==> config.mk <==
export PLATFORM = sky130hd
export DESIGN_NAME = adder_operand_loader_flat
export DESIGN_NICKNAME = d
export VERILOG_FILES = /design/src/rtl/adder_operand_loader_if.sv /design/src/rtl/adder_operand_loader.sv /design/src/flat_wrapper.sv
export SDC_FILE = /design/constraint.sdc
export NUM_CORES = 1
export LEC_CHECK = 0
export ABC_AREA = 1
export CORE_ASPECT_RATIO = 0.6
export CORE_MARGIN = 4
export CORE_UTILIZATION = 50
export CTS_BUF_LIST = sky130_fd_sc_hd__clkbuf_8
export DETAILED_ROUTE_END_ITERATION = 7
export PLACE_DENSITY = 0.89
export SKIP_CTS_REPAIR_TIMING = 1
export SYNTH_ARGS = -nofsm -noshare
export SYNTH_HDL_FRONTEND = slang
export SYNTH_SLANG_ARGS = --single-unit
==> constraint.sdc <==
create_clock -name clk -period 2.7 [get_ports clk]
set_clock_uncertainty 0.1 [all_clocks]
set_input_delay 0.405 -clock clk [delete_from_list [all_inputs] [get_ports clk]]
set_output_delay 0.405 -clock clk [all_outputs]
set_load 0.05 [all_outputs]
==> src/rtl/adder_operand_loader_if.sv <==
// Byte-stream input and operand output bundle for the adder operand loader.
// The slave side is the loader itself; the master side is whatever feeds
// bytes and consumes the assembled operands.
interface adder_operand_loader_if #(
    parameter int BYTE_W   = 8,
    parameter int OP_BYTES = 4
);
    localparam int OP_W = BYTE_W * OP_BYTES;

    logic [BYTE_W-1:0] in_data;
    logic              in_valid;
    logic              in_ready;
    logic              in_carry;
    logic              abort;
    logic [OP_W-1:0]   num1;
    logic [OP_W-1:0]   num2;
    logic              c_in;
    logic              op_valid;
    logic              op_ack;

    modport slave (
        input  in_data, in_valid, in_carry, abort, op_ack,
        output in_ready, num1, num2, c_in, op_valid
    );

    modport master (
        output in_data, in_valid, in_carry, abort, op_ack,
        input  in_ready, num1, num2, c_in, op_valid
    );
endinterface

==> src/rtl/adder_operand_loader.sv <==
// Assembles two little-endian operands from a byte stream, captures a carry-in
// with the final byte, and holds everything stable until the consumer acks.
module adder_operand_loader #(
    parameter int BYTE_W   = 8,
    parameter int OP_BYTES = 4
) (
    input  logic                  clk,
    input  logic                  rst,
    adder_operand_loader_if.slave bus
);
    localparam int OP_W  = BYTE_W * OP_BYTES;
    localparam int CNT_W = (OP_BYTES > 1) ? $clog2(OP_BYTES) : 1;
    localparam logic [CNT_W-1:0] LAST_BEAT = CNT_W'(OP_BYTES - 1);

    typedef enum logic [1:0] {
        LOAD_A = 2'd0,
        LOAD_B = 2'd1,
        HOLD   = 2'd2
    } state_t;

    state_t            state_q, state_d;
    logic [CNT_W-1:0]  cnt_q, cnt_d;
    logic [OP_W-1:0]   num1_q, num1_d;
    logic [OP_W-1:0]   num2_q, num2_d;
    logic              c_in_q, c_in_d;
    logic              op_valid_q, op_valid_d;

    logic              in_ready;
    logic              accept;
    logic [OP_BYTES-1:0] lane_sel;
    logic [OP_W-1:0]   num1_load;
    logic [OP_W-1:0]   num2_load;

    assign in_ready = (state_q != HOLD);
    assign accept   = bus.in_valid && in_ready;

    // Per-lane merge: the lane addressed by the beat count takes the new byte,
    // every other lane keeps its previous contents.
    generate
        for (genvar gi = 0; gi < OP_BYTES; gi++) begin : g_lane
            assign lane_sel[gi] = (cnt_q == CNT_W'(gi));
            assign num1_load[gi*BYTE_W +: BYTE_W] =
                lane_sel[gi] ? bus.in_data : num1_q[gi*BYTE_W +: BYTE_W];
            assign num2_load[gi*BYTE_W +: BYTE_W] =
                lane_sel[gi] ? bus.in_data : num2_q[gi*BYTE_W +: BYTE_W];
        end
    endgenerate

    // Next-state and datapath decode; abort overrides any beat or ack.
    always_comb begin
        state_d    = state_q;
        cnt_d      = cnt_q;
        num1_d     = num1_q;
        num2_d     = num2_q;
        c_in_d     = c_in_q;
        op_valid_d = op_valid_q;

        if (bus.abort) begin
            state_d    = LOAD_A;
            cnt_d      = '0;
            num1_d     = '0;
            num2_d     = '0;
            c_in_d     = 1'b0;
            op_valid_d = 1'b0;
        end else begin
            case (state_q)
                LOAD_A: begin
                    if (accept) begin
                        num1_d = num1_load;
                        if (cnt_q == LAST_BEAT) begin
                            cnt_d   = '0;
                            state_d = LOAD_B;
                        end else begin
                            cnt_d = cnt_q + 1'b1;
                        end
                    end
                end
                LOAD_B: begin
                    if (accept) begin
                        num2_d = num2_load;
                        if (cnt_q == LAST_BEAT) begin
                            cnt_d      = '0;
                            c_in_d     = bus.in_carry;
                            op_valid_d = 1'b1;
                            state_d    = HOLD;
                        end else begin
                            cnt_d = cnt_q + 1'b1;
                        end
                    end
                end
                HOLD: begin
                    if (bus.op_ack) begin
                        op_valid_d = 1'b0;
                        cnt_d      = '0;
                        state_d    = LOAD_A;
                    end
                end
                default: begin
                    state_d    = LOAD_A;
                    cnt_d      = '0;
                    op_valid_d = 1'b0;
                end
            endcase
        end
    end

    // State and operand registers; reset clears any partial or held operation.
    always_ff @(posedge clk or posedge rst) begin
        if (rst) begin
            state_q    <= LOAD_A;
            cnt_q      <= '0;
            num1_q     <= '0;
            num2_q     <= '0;
            c_in_q     <= 1'b0;
            op_valid_q <= 1'b0;
        end else begin
            state_q    <= state_d;
            cnt_q      <= cnt_d;
            num1_q     <= num1_d;
            num2_q     <= num2_d;
            c_in_q     <= c_in_d;
            op_valid_q <= op_valid_d;
        end
    end

    assign bus.in_ready = in_ready;
    assign bus.num1     = num1_q;
    assign bus.num2     = num2_q;
    assign bus.c_in     = c_in_q;
    assign bus.op_valid = op_valid_q;
endmodule

==> src/flat_wrapper.sv <==
// flat-port wrapper written by rule: the top's interface ports become plain ports
module adder_operand_loader_flat 
#(
    parameter int BYTE_W   = 8,
    parameter int OP_BYTES = 4
)
  (clk, rst, bus_in_data, bus_in_valid, bus_in_carry, bus_abort, bus_op_ack, bus_in_ready, bus_num1, bus_num2, bus_c_in, bus_op_valid);
  adder_operand_loader_if #(.BYTE_W(BYTE_W), .OP_BYTES(OP_BYTES)) bus_i ();
  input  logic clk;
  input  logic rst;
  input wire logic [$bits(bus_i.in_data)-1:0] bus_in_data;
  input wire logic [$bits(bus_i.in_valid)-1:0] bus_in_valid;
  input wire logic [$bits(bus_i.in_carry)-1:0] bus_in_carry;
  input wire logic [$bits(bus_i.abort)-1:0] bus_abort;
  input wire logic [$bits(bus_i.op_ack)-1:0] bus_op_ack;
  output wire logic [$bits(bus_i.in_ready)-1:0] bus_in_ready;
  output wire logic [$bits(bus_i.num1)-1:0] bus_num1;
  output wire logic [$bits(bus_i.num2)-1:0] bus_num2;
  output wire logic [$bits(bus_i.c_in)-1:0] bus_c_in;
  output wire logic [$bits(bus_i.op_valid)-1:0] bus_op_valid;
  assign bus_i.in_data = bus_in_data;
  assign bus_i.in_valid = bus_in_valid;
  assign bus_i.in_carry = bus_in_carry;
  assign bus_i.abort = bus_abort;
  assign bus_i.op_ack = bus_op_ack;
  assign bus_in_ready = bus_i.in_ready;
  assign bus_num1 = bus_i.num1;
  assign bus_num2 = bus_i.num2;
  assign bus_c_in = bus_i.c_in;
  assign bus_op_valid = bus_i.op_valid;
  adder_operand_loader #(.BYTE_W(BYTE_W), .OP_BYTES(OP_BYTES)) u_core (.clk(clk), .rst(rst), .bus(bus_i));
endmodule
### Word level (Yosys, flattened, before mapping)

Cells that the tools add are included.

| operators by class | value |
|---|---|
| $add $sub $neg | 1 |
| $mul | 0 |
| div/mod/pow operators | 0 |
| $lt $le $gt $ge | 0 |
| equal/unequal tests | 13 |
| shifts and indexed selects | 0 |
| mux-type cells | 29 |
| bitwise operators | 0 |
| reductions and logical operators | 22 |

Operator list:

| kind | count |
|---|---|
| $mux 32 | 5 |
| $mux 8 | 4 |
| $reduce_and 3->1 | 8 |
| $mux 2 | 9 |
| $reduce_bool 2->1 | 7 |
| $ne 3x2->1 const B | 4 |
| $mux 1 | 8 |
| $eq 2x2->1 const B | 3 |
| $pmux 2 s3 | 1 |
| $reduce_and 5->1 | 1 |
| $eq 2x1->1 const B | 2 |
| $logic_not 2->1 | 2 |
| $ne 2x2->1 const B | 2 |
| $pmux 2 s2 | 1 |
| $reduce_and 4->1 | 1 |
| $ne 3x1->1 const B | 1 |
| $ne 3x3->1 const B | 1 |
| $pmux 1 s3 | 1 |
| $add 2x1->2 const B | 1 |
| $reduce_and 2->1 | 1 |
| $reduce_or 2->1 | 1 |
| $logic_and 1x1->1 | 1 |

| word-level totals | value |
|---|---|
| register bits | 70 |
| bits in latches | 0 |
| RAM bits | 0 |
| bits in read-only memories | 0 |
| input port bits | 14 |
| output and inout bits | 67 |
| word-level logic and storage cells | 77 |
| memories | 0 |

### Logic depth before layout (Yosys ltp)

| depth | value |
|---|---|
| depth after elaboration | 5 |
| mapped depth | 7 |
| gate-level depth less buffers | 7 |

### Least setup slack after synthesis

OpenSTA, ideal clock, no wires.

| path | value |
|---|---|
| path kind | flip-flop to flip-flop |
| from | register u_core.state_q[1] |
| to | register u_core.num1_q[0] (netlist: u_core.bus.num1[0]) |
| setup time | 66 ps |
| arrival | 1,233 ps |
| data required time | 2,534 ps |
| path slack | 1,301 ps |
| stages on the path, launching flop included | 7 |
| period minus slack after synthesis | 1,399 ps |
| cells stage by stage | dfrtp_1 > nand2_4 > nand2_1 > nand2_4 > buf_2 > nand3_1 > nand2_1 |

| between the ends | value |
|---|---|
| longest elaborated chain between the ends | 4 |

RTL lines:

| element | line | text |
|---|---|---|
| start: declaration | adder_operand_loader.sv:21 | `state_t state_q, state_d;` |
| start signal: assignment | adder_operand_loader.sv:117 | `state_q <= state_d;` |
| $ne 2x2->1 | adder_operand_loader.sv:34 | `assign in_ready = (state_q != HOLD);` |
| via bus_in_ready | flat_wrapper.sv:16 | `output wire logic [$bits(bus_i.in_ready)-1:0] bus_in_ready;` |
| $logic_and 1x1->1 | adder_operand_loader.sv:35 | `assign accept = bus.in_valid && in_ready;` |
| $reduce_bool 2->1 (no source line) | - |  |
| $reduce_and 3->1 (no source line) | - |  |
| end signal: assignment | adder_operand_loader.sv:119 | `num1_q <= num1_d;` |
| end: declaration | adder_operand_loader.sv:23 | `logic [OP_W-1:0] num1_q, num1_d;` |

The timed path passes the listed nets, and every way through them passes these cells.
A chain may end at the register's enable or synchronous reset.

### Final worst setup path

| path | value |
|---|---|
| from | register u_core.state_q[0] |
| to | output bus_in_ready |

| between the ends | value |
|---|---|
| longest elaborated chain between the ends | 1 |

RTL lines:

| element | line |
|---|---|
| $ne 2x2->1 | adder_operand_loader.sv:34 |
| end: declaration | flat_wrapper.sv:16 |

No other way between the ends.

==> summary.md <==
| Metric | Value |
|---|---|
| Post-synth top area share | `57.6%` |
| Detailed Route WL | `8.43 mm` |
| Slew margin rel. | `43.9%` |
| Total number of vias | `2764` |
| Synth unique cells | `18` |
| Pre-antenna DRT Iters | `4` |
| Post-layout nets | `458` |
| Initial antenna violation count | `0` |
| Power, Total | `3060 uW` |
| Die Height | `68.4 um` |
| Wire per inst | `16.0 um` |
| Pwr dens | `738 nW/um^2` |
| Leak | `0.00213 uW` |
| Post-Syn Nets | `368` |
| GR Util All Layers | `24.3%` |
| MaxCap Viol Count | `0` |
| Worst Path Required | `2.19 ns` |
| Post-layout minimum cycle time | `2.25 ns` |
| Clock Pin Slew Worst Setup and Hold Paths | `0.07 ns` |
| RSZ-0062 raised after global routing | `false` |
| Vias per cell | `5.26` |
| PortBufs | `80` |
| FP Rows | `21` |
| Initial drt markers | `206` |
| HP Class | `in2async` |
| Core ar. | `5730 um^2` |
| Initial Utilization | `53.1%` |
| Ports | `81` |
| Synthesis Warnings | `0` |
| Full die area | `7440 um^2` |
| Root Buffer | `clkbuf_8` |
| Register area share after synthesis | `57.6%` |
| H-tree Lvls | `3` |
| Final Hold Fails | `0` |
| CTS tree | `built` |
| Register bit total from synthesis | `70` |
| Total negative setup slack | `0 ns` |
| Largest area contributor in the netlist | `dfrtp_1` |
| Final setup fails | `0` |
| Period utilization | `83.4%` |
| Synth top area cells | `dfrtp_1 (58%), nand2_1 (18%), nand3_1 (11%)` |
| Residual DRC | `0` |
| Syn avg cell area | `8.69 um^2` |
| Fillers | `454` |
| Mapped Area | `3040 um^2` |
| Cts bufs inserted | `9` |
| Antenna-violating nets left | `0` |
| Critical Path Start Type | `flip-flop` |
| Clock Latency Late Sink | `0.34 ns` |
| CP Max Fanout | `7` |
| Clk sinks | `70` |
| WS Path Type | `reg2out` |
| Ant. Diodes | `0` |
| Final Max Tran Viols | `0` |
| GRT overflow | `0` |
| Area Overhead vs Synth | `36.2%` |
| Least-Margin Pin Slew | `0.839 ns` |
| Die X | `109 um` |
| First-pass GRT wire length | `13.5 mm` |
| Max IR drop VDD | `344 uV` |
| HPWL after DPL | `5.98 mm` |
| Outcome | `complete, no violations` |
| Max Fclk | `444 MHz` |
| Cells after synthesis | `350` |
| RePlAce Congestion | `0.833` |
| CTS max path bufs | `2` |
| Vias in the first global route | `2743` |
| Worst EP arrival | `1.75 ns` |
| Layout cells sized above 1 | `8.99%` |
| Largest net degree at the start of global routing | `71` |
| CP Capture Type | `output pin` |
-- report_power, final --
part	total, uW	leakage, uW	switching (uW)	internal [uW]
Clock	779	0.000103	366	413
Combinational	1010	0.00111	709	305
Sequential	1260	0.000917	89.4	1170
-- stage by stage --
step	setup slack [ns]	util (%)	instances	area, um^2	hold WS, ns
after floorplan	0.427	-	350	3040	0.397
after global placement	0.619	69.1	509	3960	0.358
after detailed placement	0.552	69.1	509	3960	0.358
after CTS	0.433	72.3	525	4140	0.364
after global routing	0.391	72.3	525	4140	0.393
final	0.449	72.3	525	4140	0.354
-- per-layer routing --
| layer | GRT usage [%] | up-vias | wire length (um) |
|---|---|---|---|
| met5 | 0 | - | 0 |
| met4 | 7.24 | 0 | 139 |
| met3 | 9.33 | 21 | 1010 |
| met2 | 38.0 | 140 | 3770 |
| met1 | 31.9 | 1301 | 3510 |
| li1 | - | 1302 | - |
-- path summary, 6_finish.rpt --
path	startpoint	to	slack, ns	depth (start not counted)
worst max-delay path	u_core.state_q[0]	bus_in_ready	0.45	3
worst min-delay path	rst	u_core.bus.num1[20]	0.35	3
worst max register to register	u_core.state_q[1]	u_core.bus.num2[1]	0.71	4
worst min register to register	u_core.bus.num1[4]	u_core.bus.num1[4]	0.38	2
max in group asynchronous	rst	u_core.bus.num2[20]	1.85	3
min in group clk	u_core.bus.num1[4]	u_core.bus.num1[4]	0.38	2
-- logic make-up after synthesis --
| family | Yosys count | synth area share, % |
|---|---|---|
| simple gates | 249 | 36.4 |
| buf+inv | 23 | 3.29 |
| fa+ha+maj | 4 | 1.65 |
| flops | 70 | 57.6 |
| compound gates | 4 | 1.03 |
-- state kept, by name (all words and copies together), names as in the netlist --
register,flops
u_core.bus.c_in,1
u_core.bus.num1,32
u_core.bus.num2,32
u_core.bus.op_valid,1
u_core.cnt_q,2
u_core.state_q,2
-- cell usage after synthesis (all sizes together) --
master,number
nand3,69
buf,7
ha,4
nand3b,1
nor2,22
dfrtp,70
nor3,1
o21ai,3
a21oi,1
nand2,156
inv,16
-- worst max-delay path, stage by stage (launching register included) --
cell and delay (ns):
dfrtp_1 0.42, inv_2 0.09, nand2_4 0.10, clkdlybuf4s50_1 0.81
-- final cells by class --
cell class | count | area [um^2] | share of cell area, %
Clock buffer | 9 | 124 | 2.99
Inverter | 16 | 60.1 | 1.45
Clock inverter | 7 | 58.8 | 1.42
Multi-Input combinational cell | 257 | 1190 | 28.7
Sequential cell | 70 | 1750 | 42.3
Timing Repair Buffer | 86 | 858 | 20.7
Tap cell | 80 | 100 | 2.42
-- cells in the final DEF (no fill, tap or decap), drive strengths merged --
| cell | count |
|---|---|
| nand2 | 156 |
| nor3 | 1 |
| nand3 | 69 |
| clkdlybuf4s50 | 80 |
| nor2 | 22 |
| inv | 19 |
| a21oi | 1 |
| nand3b | 1 |
| clkinvlp | 1 |
| bufinv | 1 |
| buf | 6 |
| ha | 4 |
| clkinv | 2 |
| o21ai | 3 |
| clkbuf | 9 |
| dfrtp | 70 |
(Power assumes the default switching activity.)
